===== src/rtl/muldiv_if.sv =====
// muldiv_if: start/busy/done handshake and operand/result bus of the multiply/divide engine
interface muldiv_if #(parameter int WIDTH = 32);
  logic start;
  logic [1:0] op;
  logic [WIDTH-1:0] a;
  logic [WIDTH-1:0] b;
  logic abort;
  logic busy;
  logic done;
  logic div_zero;
  logic [WIDTH-1:0] hi;
  logic [WIDTH-1:0] lo;
  modport master(output start, op, a, b, abort, input busy, done, div_zero, hi, lo);
  modport slave(input start, op, a, b, abort, output busy, done, div_zero, hi, lo);
endinterface


===== src/rtl/muldiv_seq.sv =====
// muldiv_seq: iterative radix-2 MULT/MULTU/DIV/DIVU engine with start/busy/done handshake and abort
module muldiv_seq #(
  parameter int WIDTH = 32,
  localparam int CNT_W = $clog2(WIDTH + 1)
) (
  input logic clk,
  input logic reset,
  muldiv_if.slave bus
);
  typedef enum logic [1:0] {IDLE, RUN, FIX, DONE} state_t;
  state_t state;
  logic [CNT_W-1:0] cnt;
  logic [1:0] opr;
  logic sa, sb;
  logic [WIDTH-1:0] mb;
  logic [2*WIDTH-1:0] acc;
  logic [WIDTH:0] rem;
  logic na, nb, sgn;
  logic [WIDTH-1:0] ma_in, mb_in, quo, rmd;
  logic [WIDTH:0] msum;
  logic [WIDTH+1:0] partial, diff;
  logic [2*WIDTH-1:0] prod;
  // Operands are kept as magnitudes; signs are reapplied in FIX.
  always_comb begin
    na = ~bus.op[0] & bus.a[WIDTH-1];
    nb = ~bus.op[0] & bus.b[WIDTH-1];
    ma_in = na ? -bus.a : bus.a;
    mb_in = nb ? -bus.b : bus.b;
    sgn = ~opr[0];
    msum = {1'b0, acc[2*WIDTH-1:WIDTH]} + (acc[0] ? {1'b0, mb} : '0);
    partial = {rem, acc[WIDTH-1]};
    diff = partial - {2'b00, mb};
    prod = (sgn && (sa ^ sb)) ? -acc : acc;
    quo = (sgn && (sa ^ sb)) ? -acc[WIDTH-1:0] : acc[WIDTH-1:0];
    rmd = (sgn && sa) ? -rem[WIDTH-1:0] : rem[WIDTH-1:0];
  end
  always_ff @(posedge clk) begin
    if (!reset) begin
      state <= IDLE;
      cnt <= '0;
      opr <= '0;
      sa <= 1'b0;
      sb <= 1'b0;
      mb <= '0;
      acc <= '0;
      rem <= '0;
      bus.busy <= 1'b0;
      bus.done <= 1'b0;
      bus.div_zero <= 1'b0;
      bus.hi <= '0;
      bus.lo <= '0;
    end else begin
      bus.done <= 1'b0;
      bus.div_zero <= 1'b0;
      case (state)
        IDLE: if (bus.start) begin
          opr <= bus.op;
          sa <= na;
          sb <= nb;
          mb <= mb_in;
          acc <= {{WIDTH{1'b0}}, ma_in};
          rem <= '0;
          cnt <= '0;
          if (bus.op[1] && bus.b == '0) begin
            state <= DONE;
            bus.done <= 1'b1;
            bus.div_zero <= 1'b1;
          end else begin
            state <= RUN;
            bus.busy <= 1'b1;
          end
        end
        RUN: if (bus.abort) begin
          state <= IDLE;
          bus.busy <= 1'b0;
        end else begin
          // Divide shifts the quotient into acc's low half; multiply shifts the product down.
          if (opr[1]) begin
            rem <= diff[WIDTH+1] ? partial[WIDTH:0] : diff[WIDTH:0];
            acc[WIDTH-1:0] <= {acc[WIDTH-2:0], ~diff[WIDTH+1]};
          end else begin
            acc <= {msum, acc[WIDTH-1:1]};
          end
          cnt <= cnt + CNT_W'(1);
          if (cnt == CNT_W'(WIDTH - 1)) state <= FIX;
        end
        FIX: if (bus.abort) begin
          state <= IDLE;
          bus.busy <= 1'b0;
        end else begin
          {bus.hi, bus.lo} <= opr[1] ? {rmd, quo} : prod;
          state <= DONE;
          bus.busy <= 1'b0;
          bus.done <= 1'b1;
        end
        default: state <= IDLE;
      endcase
    end
  end
endmodule


===== src/flat_wrapper.sv =====
// flat-port wrapper written by rule: the top's interface ports become plain ports
module muldiv_seq_flat 
#(
  parameter int WIDTH = 32,
  localparam int CNT_W = $clog2(WIDTH + 1)
)
  (clk, reset, bus_start, bus_op, bus_a, bus_b, bus_abort, bus_busy, bus_done, bus_div_zero, bus_hi, bus_lo);
  muldiv_if #(.WIDTH(WIDTH)) bus_i ();
  input logic clk;
  input logic reset;
  input wire logic [$bits(bus_i.start)-1:0] bus_start;
  input wire logic [$bits(bus_i.op)-1:0] bus_op;
  input wire logic [$bits(bus_i.a)-1:0] bus_a;
  input wire logic [$bits(bus_i.b)-1:0] bus_b;
  input wire logic [$bits(bus_i.abort)-1:0] bus_abort;
  output wire logic [$bits(bus_i.busy)-1:0] bus_busy;
  output wire logic [$bits(bus_i.done)-1:0] bus_done;
  output wire logic [$bits(bus_i.div_zero)-1:0] bus_div_zero;
  output wire logic [$bits(bus_i.hi)-1:0] bus_hi;
  output wire logic [$bits(bus_i.lo)-1:0] bus_lo;
  assign bus_i.start = bus_start;
  assign bus_i.op = bus_op;
  assign bus_i.a = bus_a;
  assign bus_i.b = bus_b;
  assign bus_i.abort = bus_abort;
  assign bus_busy = bus_i.busy;
  assign bus_done = bus_i.done;
  assign bus_div_zero = bus_i.div_zero;
  assign bus_hi = bus_i.hi;
  assign bus_lo = bus_i.lo;
  muldiv_seq #(.WIDTH(WIDTH)) u_core (.clk(clk), .reset(reset), .bus(bus_i));
endmodule

===== config.mk =====
export PLATFORM = sky130hd
export DESIGN_NAME = muldiv_seq_flat
export DESIGN_NICKNAME = d
export VERILOG_FILES = /design/src/rtl/muldiv_if.sv /design/src/rtl/muldiv_seq.sv /design/src/flat_wrapper.sv
export SDC_FILE = /design/constraint.sdc
export NUM_CORES = 1
export LEC_CHECK = 0
export ABC_CLOCK_PERIOD_IN_PS = 6400
export BUFFER_PORTS_ARGS = -buffer_cell sky130_fd_sc_hd__buf_2
export CAP_MARGIN = 10
export CORE_MARGIN = 3
export CORE_UTILIZATION = 45
export CTS_BUF_LIST = sky130_fd_sc_hd__clkbuf_2
export DETAILED_ROUTE_END_ITERATION = 7
export PLACE_DENSITY_LB_ADDON = 0.1
export SYNTH_ARGS = -nofsm -noshare
export SYNTH_HDL_FRONTEND = slang
export SYNTH_SLANG_ARGS = --single-unit

===== constraint.sdc =====
create_clock -name clk -period 6.4 [get_ports clk]
set_input_delay 0.64 -clock clk [delete_from_list [all_inputs] [get_ports clk]]
set_output_delay 0.64 -clock clk [all_outputs]
set_load 0.02 [all_outputs]

; Word level (Yosys, flattened, before mapping)
; Cells that the tools add are included.
[classes]
addsub = 8
n_mux = 34
n_mul = 0
order_cmp = 0
eq_ne = 10
bitwise_logic = 7
reduce_logical = 15
n_shift = 0
div_mod_pow = 0
[op_table]
columns = cell, n
row1 = $mux 64, 4
row2 = $mux 32, 7
row3 = $mux 33, 4
row4 = $neg 32->32, 4
row5 = $pmux 64 s2, 1
row6 = $pmux 33 s2, 1
row7 = $neg 64->64, 1
row8 = $sub 34x32->34, 1
row9 = $add 32x33->33, 1
row10 = $logic_not 32->1, 1
row11 = $mux 6, 2
row12 = $pmux 6 s2, 1
row13 = $reduce_and 4->1, 3
row14 = $mux 2, 5
row15 = $ne 2x2->1 const B, 5
row16 = $reduce_and 2->1, 4
row17 = $add 6x1->6 const B, 1
row18 = $eq 6x5->1 const B, 1
row19 = $mux 1, 6
row20 = $pmux 2 s3, 1
row21 = $not 1->1, 4
row22 = $logic_and 1x1->1, 3
row23 = $ne 3x2->1 const B, 1
row24 = $pmux 1 s3, 1
row25 = other kinds (10), 11
[totals]
memories = 0
mem_bits_rw = 0
romBits = 0
register_bits = 208
word_cells = 88
latchBits = 0
out_inout_bits = 67
input_bits = 70

; Longest topological paths before layout
; Gate-level depths: netlist of run 1.
[logic_depth]
depth_word = 5
mapped_depth = 15
depth_no_buf = 14

; Worst setup path before layout of run 1
; No wires, ideal clock.
[synth_path]
path_kind = register to register
start = register u_core.acc[0]
end = register u_core.acc[60]
stages_incl_launch_ff = 16
path_buffers = 2
path_slack_ns = 3.155
setup_ns = 0.129
required_time_ns = 6.271
arrival_time_ns = 3.117
period_less_slack_ns = 3.245
path_cell_list = dfxtp_1 clkbuf_1 inv_1 clkbuf_1 nor2_1 ha_1 a21o_1 a21oi_1 a21o_1 a211oi_1 nor4_1 o31a_1 nor2_1 a221oi_1 xor2_1 o21ai_0
[synth_between]
elab_chain_len = 5
[synth_lines]
columns = item, line
row1 = "start, declared", muldiv_seq.sv:16  ; logic [2*WIDTH-1:0] acc;
row2 = "start signal, assigned", muldiv_seq.sv:61  ; acc <= {{WIDTH{1'b0}}, ma_in};
row3 = "start signal, assigned by index", muldiv_seq.sv:80  ; acc[WIDTH-1:0] <= {acc[WIDTH-2:0], ~diff[WIDTH+1]};
row4 = "start signal, assigned", muldiv_seq.sv:82  ; acc <= {msum, acc[WIDTH-1:1]};
row5 = $mux 32, muldiv_seq.sv:30  ; msum = {1'b0, acc[2*WIDTH-1:WIDTH]} + (acc[0] ? {1'b0, mb} : '0);
row6 = $add 32x33->33, muldiv_seq.sv:30
row7 = $mux 32, muldiv_seq.sv:78  ; if (opr[1]) begin
row8 = $mux 64, muldiv_seq.sv:73  ; RUN: if (bus.abort) begin
row9 = $pmux 64 s2, muldiv_seq.sv:55  ; case (state)
; Every way passes these cells. The select of a mux whose other input is x is not followed.
; A chain may end at the register's enable or synchronous reset.

; Worst setup path in the final report of run 1
[layout_path]
start = register u_core.acc[0]
end = register u_core.acc[55]
; The elaborated chain is that of the path after synthesis.

==> results of run 1 <==
-- critical path, delay by kind of cell (launching register included) --
family                   cells  cell delay (ns)
buffers and inverters        2             0.55
flip-flops                   1             0.50
adder cells (fa/ha/maj)      1             0.32
AND/OR/NAND/NOR              4             0.89
AO/OA/AOI/OAI                7             1.52
-- logic make-up (layout without fill, tap and decap cells) --
kind of cell	after synthesis	count (layout)	share of synthesized area
simple gates	670	670	0.2098
compound gates	607	607	0.2574
flops	208	208	0.2745
buf+inv	194	338	0.05056
xor+xnor	189	189	0.1096
fa+ha+maj	76	76	0.06368
mux	52	52	0.03439
other cells	0	4	0
-- per-stage QoR --
step	hold slack, ns	instance area (µm²)	total power (µW)
after floorplan	0.4458	15170	2436
after global placement	0.4415	16070	2780
after detailed placement	0.4464	16070	2795
after CTS	0.009982	16680	3751
after global routing	0.02995	16700	3983
final	0.1062	16700	3731
-- worst max-delay path by stage --
stage | start | to | slack (ns) | depth (start not counted)
final | u_core.acc[0]$_SDFFE_PN0P_ | u_core.acc[55]$_SDFFE_PN0P_ | 2.52 | 14
after global routing | u_core.acc[0]$_SDFFE_PN0P_ | u_core.acc[62]$_SDFFE_PN0P_ | 2.15 | 14
after CTS | u_core.acc[0]$_SDFFE_PN0P_ | u_core.acc[60]$_SDFFE_PN0P_ | 2.56 | 14
after detailed placement | u_core.acc[0]$_SDFFE_PN0P_ | u_core.acc[60]$_SDFFE_PN0P_ | 2.56 | 14
after global placement | u_core.acc[0]$_SDFFE_PN0P_ | u_core.acc[60]$_SDFFE_PN0P_ | 2.65 | 14
after floorplan | u_core.acc[0]$_SDFFE_PN0P_ | u_core.acc[60]$_SDFFE_PN0P_ | 3.15 | 15
-- power groups by stage --
stage | logic (µW) | clock network, µW | registers [µW]
after floorplan | 933 | 0 | 1500
after global placement | 1230 | 0 | 1550
after detailed placement | 1240 | 0 | 1550
after CTS | 1250 | 976 | 1520
after global routing | 1390 | 1050 | 1540
final | 1260 | 943 | 1530
-- layer usage --
| metal | wire, µm | vias to the layer above | global-route usage |
|---|---|---|---|
| met5 | 0 | - | 0 |
| met4 | 1483 | 0 | 0.08303 |
| met3 | 3115 | 99 | 0.03741 |
| met2 | 20540 | 505 | 0.3911 |
| met1 | 22980 | 7081 | 0.3791 |
| li1 | - | 7413 | - |
-- layout by cell type (no fill, tap or decap), types with 16 or more instances in the layout --
| cell type | Yosys | routed |
|---|---|---|
| a211oi_1 | 61 | 61 |
| a21o_1 | 40 | 40 |
| a21oi_1 | 164 | 163 |
| a31oi_1 | 23 | 23 |
| buf_2 | 6 | 136 |
| buf_4 | 2 | 17 |
| clkbuf_2 | 1 | 88 |
| dfxtp_1 | 208 | 207 |
| ha_1 | 74 | 73 |
| inv_1 | 70 | 70 |
| mux2i_1 | 51 | 51 |
| nand2_1 | 228 | 228 |
| nand2b_1 | 26 | 26 |
| nand3_1 | 48 | 48 |
| nor2_1 | 189 | 189 |
| nor3_1 | 38 | 38 |
| nor4_1 | 16 | 16 |
| o211ai_1 | 46 | 46 |
| o21ai_0 | 104 | 104 |
| o21ai_1 | 42 | 42 |
| o31ai_1 | 25 | 25 |
| or3_1 | 29 | 29 |
| xnor2_1 | 96 | 96 |
| xor2_1 | 92 | 92 |
-- sequential cells by signal, indices dropped and copies added (netlist names) --
name	count
u_core.sb	1
u_core.bus.busy	1
u_core.mb	32
u_core.cnt	6
u_core.acc	64
u_core.bus.div_zero	1
u_core.sa	1
u_core.opr	2
u_core.bus.hi	32
u_core.bus.lo	32
u_core.state	2
u_core.bus.done	1
u_core.rem	33
-- layout make-up --
cell class,instances,area share
antenna,4,0.0005993
clock buffer,88,0.02637
clock inverter,13,0.002922
inverter,71,0.01611
multi-input combinational,1594,0.6152
sequential,208,0.2495
tap,442,0.03311
timing repair buffer,166,0.05618
==> summary.txt, run 1 <==
Synth
  – Syn_nets: 2142
  – Top cell type's share of synthesized area: 0.2745
  – Yosys cell types: 86
  – Synth Flop Type: dfxtp_1
  – Seq/Total Area, Yosys: 0.2745
  – #FFs+latches synth: 208
  – Cell area after synthesis: 15170 µm²
  – Asr flop ratio synth: 0
  – Number of synthesized flops with an enable pin: 0
  – Count leader, synth: nand2_1
  – Yosys warns: 0
  – Cell count after synthesis: 1996
  – Synth area leader: dfxtp_1
  – Syn avg cell area: 7.600 µm²
  – Area contributors post-synth: dfxtp_1, ha_1, nand2_1, xnor2_1, a21oi_1
  – Synth cell count leaders: nand2_1, dfxtp_1, nor2_1

Clock tree
  – Root Driver: clkbuf_2
  – Clock-pin slew of the registers on the worst-case setup and hold paths: 0.11 ns
  – Post-CTS setup buffer count: 0
  – CTS tree: yes
  – CTS buffer count: 57
  – H-tree lvl count: 2
  – Longest Clk Path Bufs: 3
  – CTS Hold Bufs: 13
  – Post-cts resize count: 0
  – Clock latency on the worst-skew pair: 0.90 ns
  – Clock Sinks: 208

Power
  – Worst vdd ir: 0.1618 mV
  – Leakage: 0.006738 µW
  – Comb pwr share: 0.338
  – Sw frac: 0.4130
  – Pint: 2190 µW
  – Flop pwr share: 0.409
  – P_sw: 1541 µW
  – Clock power share: 0.253
  – Pwr Density: 223.4 nW/µm²

Critical path
  – CP peak stage delay: 0.50 ns
  – Crit path max fanout: 22
  – Worst Path Arrival: 4.67 ns
  – Crit path required time: 7.19 ns
  – Crit-path slowest cell: dfxtp_1
  – Reg2Reg Setup Slack: 2.52 ns
  – Worst r2r dst: u_core.acc[55]$_SDFFE_PN0P_
  – Setup crit start kind: flop
  – Most frequent CP cell: o21ai_0
  – Setup CP Type: flop to flop
  – Reg2Reg Launch Point: u_core.acc[0]$_SDFFE_PN0P_
  – Number of cells on the worst reg-to-reg path: 14
  – Critical path cell sequence: inv_1 > buf_4 > nor2_1 > ha_1 > nor2b_1 > o21ai_0 > a21oi_1 > a31oi_1 > a21o_1 > o21ai_0 > and2_1 > o21a_1 > or3_1 > a32o_1
  – Worst setup EP type: flop

Drt
  – Pre-Repair DR Iteration Count: 7
  – DR iter-0 viols: 1290
  – Drc violations: 0
  – Antenna Nets Post-Route: 0
  – WL/cell: 18.61 µm
  – DRT Wirelength: 48.12 mm
  – Routed via count: 15.10k
  – Vias per cell: 5.838

Timing
  – Total negative slack: 0 ns
  – Final worst path period share: 0.6056
  – Slew Viols, Final: 0
  – Final setup vio count: 0
  – Final worst slack: 2.524 ns
  – RSZ-0062 raised after global routing: false
  – Setup Skew: 0.03754 ns
  – FMAX: 0.2580 GHz
  – Max-slew headroom at the worst pin: 0.1984
  – Hold Vio Cnt, Final: 0
  – Tmin final: 3.876 ns
  – Worst-Margin Slew: 1.202 ns

Min path
  – Worst min path class: input pin to flop
  – Hold path startpoint: bus_b[20]
  – Hold Crit Depth: 3
  – Hold endpoint: u_core.mb[20]$_SDFFE_PN0P_

Global routing
  – Gr ovfl total: 0
  – First-pass GRT wire length: 75.29 mm
  – Vias in the first global route: 13.79k
  – Initial antenna violation count: 1
  – Total GRT Usage: 0.2587
  – Pin count of the biggest net entering global routing: 91

Run status
  – Outcome: complete, no violations

Cells and area
  – Multi-input logic area: 10270 µm²
  – Final core occ: 0.5082
  – Area Overhead vs Synth: 10.10%
  – Register area: 4168 µm²
  – Non-filler instance count after layout: 2586
  – Layout cells sized above 1: 0.1308
  – Layout fillers: 3369
  – Final layout net count: 2244

Floorplanning
  – Num rows: 66
  – Top-level port count: 137
  – Starting Density: 0.4616
  – Die Y: 189.6 µm
  – Die Width: 189.6 µm
  – Core area: 32870 µm²
  – Full die area: 35950 µm²

Run
  – Max cap viols: 0

Place
  – Gpl congestion: 0.9489
  – Dpl cells: 2467
  – Final HPWL DP: 35.94 mm
  – I/O Buffers: 136
  – Pre-CTS WS: 2.557 ns
Power figures use the tool's default switching activity.
==> run 2: changes to the inputs <==
--- a/config.mk
+++ b/config.mk
@@ -5,7 +5,8 @@
 export SDC_FILE = /design/constraint.sdc
 export NUM_CORES = 1
 export LEC_CHECK = 0
-export ABC_CLOCK_PERIOD_IN_PS = 6400
+export ABC_AREA = 1
+export ABC_CLOCK_PERIOD_IN_PS = 3220
 export BUFFER_PORTS_ARGS = -buffer_cell sky130_fd_sc_hd__buf_2
 export CAP_MARGIN = 10
 export CORE_MARGIN = 3
==> constraint.sdc (replaced) <==
create_clock -name clk -period 3.22 [get_ports clk]
set_input_delay 0.322 -clock clk [delete_from_list [all_inputs] [get_ports clk]]
set_output_delay 0.322 -clock clk [all_outputs]
set_load 0.02 [all_outputs]
==> summary.txt, run 2 <==
Cells and area
  – Layout fillers: 4212 (was 3369)
  – Layout cells sized above 1: 0.09947 (was 0.1308)
  – Top reg by flops: u_core.acc (unchanged)
  – Most frequent cells in the layout: nand2_1, inv_1, nor2_1, nand3_1, a21oi_1 (was nand2_1, dfxtp_1, nor2_1, a21oi_1, buf_2)
  – Final layout net count: 3494 (was 2244)
  – Leading cell type in the layout, fill and taps excluded: nand2_1 (unchanged)
  – Max reg flops: 64 (unchanged)
  – Largest registers: u_core.acc: 64 flops, u_core.rem: 33 flops (unchanged)
  – Area Overhead vs Synth: 15.41% (was 10.10%)

Timing
  – Final worst path period share: 0.9419 (was 0.6056)
  – Hold Vio Cnt, Final: 0 (unchanged)
  – Slew Viols, Final: 0 (unchanged)
  – Final setup vio count: 0 (unchanged)
  – Max-slew headroom at the worst pin: 0.4080 (was 0.1984)
  – Total negative slack: 0 ns (unchanged)
  – Worst-Margin Slew: 0.8880 ns (was 1.202 ns)
  – FMAX: 0.3297 GHz (was 0.2580 GHz)
  – Final worst slack: 0.1870 ns (was 2.524 ns)
  – Tmin final: 3.033 ns (was 3.876 ns)
  – Setup Skew: 0.1243 ns (was 0.03754 ns)
  – RSZ-0062 raised after global routing: false (unchanged)

Synth
  – Count leader, synth: nand2_1 (unchanged)
  – Top cell type's share of synthesized area: 0.2283 (was 0.2745)
  – #FFs+latches synth: 208 (unchanged)
  – Yosys cell types: 52 (was 86)
  – Seq/Total Area, Yosys: 0.2283 (was 0.2745)
  – Asr flop ratio synth: 0 (unchanged)
  – Cell count after synthesis: 3113 (was 1996)
  – Synth Flop Type: dfxtp_1 (unchanged)
  – Cell area after synthesis: 18240 µm² (was 15170 µm²)
  – Yosys warns: 0 (unchanged)
  – Area contributors post-synth: dfxtp_1, nand2_1, inv_1, a21oi_1, nand3_1 (was dfxtp_1, ha_1, nand2_1, xnor2_1, a21oi_1)
  – Syn_nets: 3259 (was 2142)
  – Synth area leader: dfxtp_1 (unchanged)
  – Number of synthesized flops with an enable pin: 0 (unchanged)
  – Synth cell count leaders: nand2_1, inv_1, nor2_1 (was nand2_1, dfxtp_1, nor2_1)
  – Syn avg cell area: 5.860 µm² (was 7.600 µm²)

Drt
  – Antenna Nets Post-Route: 0 (unchanged)
  – DRT Wirelength: 74.86 mm (was 48.12 mm)
  – WL/cell: 19.12 µm (was 18.61 µm)
  – Drc violations: 0 (unchanged)
  – Vias per cell: 5.629 (was 5.838)
  – Pre-Repair DR Iteration Count: 6 (was 7)
  – Routed via count: 22.04k (was 15.10k)
  – DR iter-0 viols: 2114 (was 1290)

Run status
  – Outcome: complete, no violations (unchanged)

Run
  – Max cap viols: 0 (unchanged)

Global routing
  – Total GRT Usage: 0.3315 (was 0.2587)
  – Initial antenna violation count: 2 (was 1)
  – Pin count of the biggest net entering global routing: 91 (unchanged)
  – Gr ovfl total: 0 (unchanged)
  – First-pass GRT wire length: 114.2 mm (was 75.29 mm)
  – Vias in the first global route: 20.39k (was 13.79k)

Clock tree
  – Post-cts resize count: 0 (unchanged)
  – Longest Clk Path Bufs: 3 (unchanged)
  – Root Driver: clkbuf_2 (unchanged)
  – Clock latency on the worst-skew pair: 0.98 ns (was 0.90 ns)
  – Clock Sinks: 208 (unchanged)
  – CTS tree: yes (unchanged)
  – CTS Hold Bufs: 123 (was 13)
  – CTS buffer count: 57 (unchanged)
  – Post-CTS setup buffer count: 0 (unchanged)
  – Clock-pin slew of the registers on the worst-case setup and hold paths: 0.12 ns (was 0.11 ns)
  – H-tree lvl count: 2 (unchanged)

Critical path
  – Critical path cell sequence: inv_1 > ha_1 > nand2_1 > buf_4 > clkinv_1 > buf_4 > nand3_1 > dlygate4sd3_1 > a21oi_1 > dlygate4sd3_1 (was inv_1 > buf_4 > nor2_1 > ha_1 > nor2b_1 > o21ai_0 > a21oi_1 > a31oi_1 > a21o_1 > o21ai_0 > and2_1 > o21a_1 > or3_1 > a32o_1)
  – Worst Path Arrival: 3.79 ns (was 4.67 ns)
  – Crit path required time: 3.98 ns (was 7.19 ns)
  – Family with the most delay on the worst path: buffers and inverters (was compound AO/OA/AOI/OAI gates)
  – Setup crit start kind: flop (unchanged)
  – Crit-path slowest cell: dlygate4sd3_1 (was dfxtp_1)
  – CP bufs+invs: 6 (was 2)
  – Crit path max fanout: 30 (was 22)
  – CP peak stage delay: 0.57 ns (was 0.50 ns)
  – Worst setup EP type: flop (unchanged)
  – Setup CP Type: flop to flop (unchanged)

Floorplanning
  – Top-level port count: 137 (unchanged)
  – Num rows: 73 (was 66)
  – Die Width: 207.3 µm (was 189.6 µm)
  – Die Y: 207.3 µm (was 189.6 µm)
  – Core area: 39910 µm² (was 32870 µm²)
  – Starting Density: 0.4570 (was 0.4616)
  – Full die area: 42990 µm² (was 35950 µm²)

Place
  – Final HPWL DP: 58.31 mm (was 35.94 mm)
  – Gpl congestion: 1.021 (was 0.9489)
  – Pre-CTS WS: 0.4919 ns (was 2.557 ns)
  – I/O Buffers: 136 (unchanged)

Min path
  – Worst min path class: input pin to flop (unchanged)

Power
  – Worst vdd ir: 0.3119 mV (was 0.1618 mV)
  – Pwr Density: 408.7 nW/µm² (was 223.4 nW/µm²)
  – Leakage: 0.01059 µW (was 0.006738 µW)
[run 2: layout make-up]
| type | instances | area [µm²] | area share |
|---|---|---|---|
| Clock inverter | 11 | 45.04 | 0.002140 |
| Inverter | 444 | 1667 | 0.07916 |
| Tap cell | 525 | 656.9 | 0.03120 |
| Multi-Input combinational cell | 2345 | 11890 | 0.5649 |
| Timing Repair Buffer | 292 | 2182 | 0.1036 |
| Antenna cell | 2 | 5.005 | 0.0002377 |
| Clock buffer | 88 | 440.4 | 0.02092 |
| Sequential cell | 208 | 4164 | 0.1978 |
[run 2: cells by family (layout without fill, tap and decap cells)]
| group | after synthesis | count (layout) | share of synthesized area |
|---|---|---|---|
| flops | 208 | 208 | 0.2283 |
| xor+xnor | 69 | 69 | 0.03313 |
| fa+ha+maj | 76 | 76 | 0.05295 |
| simple gates | 1571 | 1571 | 0.3733 |
| other cells | 0 | 2 | 0 |
| buf+inv | 560 | 835 | 0.1207 |
| compound gates | 629 | 629 | 0.1916 |
[run 2: metal layers]
metal	vias to the layer above	global-route usage	wire length [µm]
met4	2	0.1039	2480
met5	-	0	13
met1	10220	0.4641	33810
met2	928	0.5164	32370
li1	10740	-	-
met3	148	0.06332	6189
[run 2: metrics by stage]
stage               instance area, µm²  hold slack [ns]    util  power (µW)  cells
floorplan                        18240           0.4491       -        5341   3113
global placement                 19320           0.4512  0.4839        6422   3690
detailed placement               19330           0.4590  0.4843        6457   3691
CTS                              21050         0.003737  0.5273        8541   3913
global route                     21050          0.05837  0.5274        9151   3915
finish                           21050          0.09374  0.5274        8604   3915
[run 2: power by group]
part	internal [µW]	total, µW	switching (µW)
combinational	1140	3590	2450
clock	717	1920	1210
sequential	2780	3090	313
[run 2: worst paths after layout]
kind,startpoint,to,slack (ns),cells past startpoint
max,u_core.state[0]$_SDFFE_PN0P_,u_core.mb[31]$_SDFFE_PN0P_,0.19,10
min,bus_abort,u_core.bus.hi[22]$_SDFFE_PN0P_,0.09,5
max reg2reg,u_core.state[0]$_SDFFE_PN0P_,u_core.mb[31]$_SDFFE_PN0P_,0.19,10
min reg2reg,u_core.bus.hi[0]$_SDFFE_PN0P_,u_core.bus.hi[0]$_SDFFE_PN0P_,0.47,2
[run 2: tightest hold or removal path: stages]
cell	delay, ns
buf_2	0.18
nor2_4	0.06
clkinv_1	0.14
a21oi_1	0.09
a21oi_1	0.13
==> run 3: changes to the inputs <==
--- a/config.mk
+++ b/config.mk
@@ -10,7 +10,7 @@
 export BUFFER_PORTS_ARGS = -buffer_cell sky130_fd_sc_hd__buf_2
 export CAP_MARGIN = 10
 export CORE_MARGIN = 3
-export CORE_UTILIZATION = 45
+export CORE_UTILIZATION = 35
 export CTS_BUF_LIST = sky130_fd_sc_hd__clkbuf_2
 export DETAILED_ROUTE_END_ITERATION = 7
 export PLACE_DENSITY_LB_ADDON = 0.1
==> summary.txt, run 3 (synthesis gave the netlist of run 2 again) <==
Drt
  – Routed via count: 21.93k (was 22.04k)
  – DRT Wirelength: 80.55 mm (was 74.86 mm)
  – Pre-Repair DR Iteration Count: 5 (was 6)
  – Vias per cell: 5.335 (was 5.629)
  – Drc violations: 0 (unchanged)
  – WL/cell: 19.59 µm (was 19.12 µm)
  – Antenna Nets Post-Route: 0 (unchanged)
  – DR iter-0 viols: 1917 (was 2114)

Place
  – Gpl congestion: 0.9958 (was 1.021)
  – Final HPWL DP: 62.99 mm (was 58.31 mm)
  – Placed cell areas: 19610 µm² (was 19330 µm²)
  – I/O Buffers: 136 (unchanged)

Critical path
  – Setup CP Type: input pin to flop (was flop to flop)
  – Crit path required time: 4.19 ns (was 3.98 ns)
  – Worst Path Arrival: 4.09 ns (was 3.79 ns)
  – Worst setup EP type: flop (unchanged)
  – Setup crit start kind: input pin (was flop)
  – Crit path max fanout: 4 (was 30)
  – Number of cells on the worst reg-to-reg path: 10 (unchanged)

Cells and area
  – Final layout net count: 3537 (was 3494)
  – Layout cells sized above 1: 0.1012 (was 0.09947)
  – Top reg by flops: u_core.acc (unchanged)
  – Most frequent cells in the layout: nand2_1, inv_1, nor2_1, a21oi_1, nand3_1 (was nand2_1, inv_1, nor2_1, nand3_1, a21oi_1)
  – Layout fillers: 5780 (was 4212)
  – Fin area: 21690 µm² (was 21050 µm²)
  – Max reg flops: 64 (unchanged)
  – Largest registers: u_core.acc: 64 flops, u_core.rem: 33 flops (unchanged)
  – Leading cell type in the layout, fill and taps excluded: nand2_1 (unchanged)
  – Area Overhead vs Synth: 18.92% (was 15.41%)

Timing
  – Max-slew headroom at the worst pin: 0.4091 (was 0.4080)
  – Total negative slack: 0 ns (unchanged)
  – Setup Skew: 0.07848 ns (was 0.1243 ns)
  – RSZ-0062 raised after global routing: false (unchanged)
  – Hold Vio Cnt, Final: 0 (unchanged)
  – Worst-Margin Slew: 0.8864 ns (was 0.8880 ns)
  – Tmin final: 3.117 ns (was 3.033 ns)
  – Final setup vio count: 0 (unchanged)
  – Slew Viols, Final: 0 (unchanged)
  – FMAX: 0.3208 GHz (was 0.3297 GHz)
  – WHS: 0.1889 ns (was 0.09374 ns)
  – Final worst path period share: 0.9680 (was 0.9419)

Floorplanning
  – Starting Density: 0.3548 (was 0.4570)
  – Die Y: 234.3 µm (was 207.3 µm)
  – Core area: 51410 µm² (was 39910 µm²)
  – Full die area: 54890 µm² (was 42990 µm²)
  – Num rows: 83 (was 73)
  – Die Width: 234.3 µm (was 207.3 µm)
  – Top-level port count: 137 (unchanged)

Clock tree
  – Clock Sinks: 208 (unchanged)
  – Clock-pin slew of the registers on the worst-case setup and hold paths: 0.10 ns (was 0.12 ns)
  – H-tree lvl count: 2 (unchanged)
  – Longest Clk Path Bufs: 3 (unchanged)
  – CTS tree: yes (unchanged)
  – Root Driver: clkbuf_2 (unchanged)
  – Clock latency on the worst-skew pair: 1.09 ns (was 0.98 ns)
  – CTS buffer count: 61 (was 57)

Global routing
  – Total GRT Usage: 0.2871 (was 0.3315)
  – Vias in the first global route: 20.39k (about the same)
  – Initial antenna violation count: 2 (unchanged)
  – Gr ovfl total: 0 (unchanged)
  – First-pass GRT wire length: 121.4 mm (was 114.2 mm)
  – Pin count of the biggest net entering global routing: 106 (was 91)

Power
  – Pwr Density: 408.4 nW/µm² (was 408.7 nW/µm²)
  – Comb pwr share: 0.425 (was 0.417)
  – Worst vdd ir: 0.2211 mV (was 0.3119 mV)
  – Clock power share: 0.227 (was 0.224)
  – Sw frac: 0.4681 (was 0.4612)
  – Leakage: 0.01076 µW (was 0.01059 µW)
  – Pint: 4713 µW (was 4636 µW)
  – Flop pwr share: 0.349 (was 0.359)
  – Design Power: 8860 µW (was 8604 µW)
  – P_sw: 4147 µW (was 3968 µW)

Min path
  – Hold Crit Depth: 4 (was 5)
  – Worst min path class: input pin to flop (unchanged)

Run status
  – Outcome: complete, no violations (unchanged)

Run
  – Max cap viols: 0 (unchanged)
==> run 3: cell count changes in the layout (fill, tap and decap cells not counted), sizes merged <==
cell	delta
dlygate4sd3	+31
clkbuf	-6
buf	+8
diode	-1
inv	-1
clkinv	+10
==> run 3: worst paths after layout <==
check | slack, ns | startpoint | endpoint
setup / recovery | 0.10 | bus_b[0] | u_core.mb[21]$_SDFFE_PN0P_
hold reg to reg | 0.49 | u_core.bus.hi[0]$_SDFFE_PN0P_ | u_core.bus.hi[0]$_SDFFE_PN0P_
hold / removal | 0.19 | bus_b[12] | u_core.mb[12]$_SDFFE_PN0P_
setup reg to reg | 0.24 | u_core.state[1]$_SDFFE_PN0P_ | u_core.rem[3]$_SDFFE_PN0P_
==> run 3: metrics by stage <==
| step | std cells | setup WS, ns | util |
|---|---|---|---|
| finish | 4111 | 0.1032 | 0.4220 |
| global route | 4111 | 0.008627 | 0.4220 |
| CTS | 4110 | 0.04031 | 0.4212 |
| detailed placement | 3854 | 0.3751 | 0.3814 |
| global placement | 3854 | 0.4193 | 0.3814 |
| floorplan | 3113 | 0.7190 | - |
==> run 3: power groups by stage <==
stage | clock network (µW) | logic, µW | registers (µW)
floorplan | 0 | 2310 | 3030
global placement | 0 | 3460 | 3130
detailed placement | 0 | 3470 | 3130
CTS | 2080 | 3710 | 3080
global route | 2200 | 4170 | 3110
finish | 2010 | 3760 | 3090
==> run 3: critical path, stage by stage <==
cell	delay, ns
dlygate4sd3_1	0.54
buf_2	0.13
dlygate4sd3_1	0.55
inv_1	0.18
nand4_1	0.20
nor3_2	0.18
nand3_1	0.20
nor2_4	0.17
nand3_1	0.09
nand2_1	0.09
xor2_1	0.21
dlygate4sd3_1	0.60
a21oi_1	0.06
dlygate4sd3_1	0.55
==> run 3: cell type report <==
type / count / area, µm² / area share
inverters: 444 / 1668 / 0.07688
repair buffers: 331 / 2581 / 0.1190
well taps: 680 / 850.8 / 0.03922
flip-flops and latches: 208 / 4164 / 0.1919
diodes: 1 / 2.502 / 0.0001154
multi-input cells: 2345 / 11920 / 0.5495
clock inverters: 20 / 95.09 / 0.004383
clock buffers: 82 / 410.4 / 0.01892
==> run 3: what timing repair did <==
| action | 4_1_cts | 5_1_grt |
|---|---|---|
| hold endpoints to repair | 141 | 0 |
| setup endpoints to repair | 0 | 5 |
| hold buffers | 154 | 0 |
| buffers inserted | 0 | 0 |
| resized for setup | 0 | 9 |
==> run 3: per-layer routing <==
layer,track usage,share of wire
met4,0.07167,0.022
met1,0.4118,0.48
met5,0,0.00011
met2,0.4534,0.44
met3,0.03863,0.061
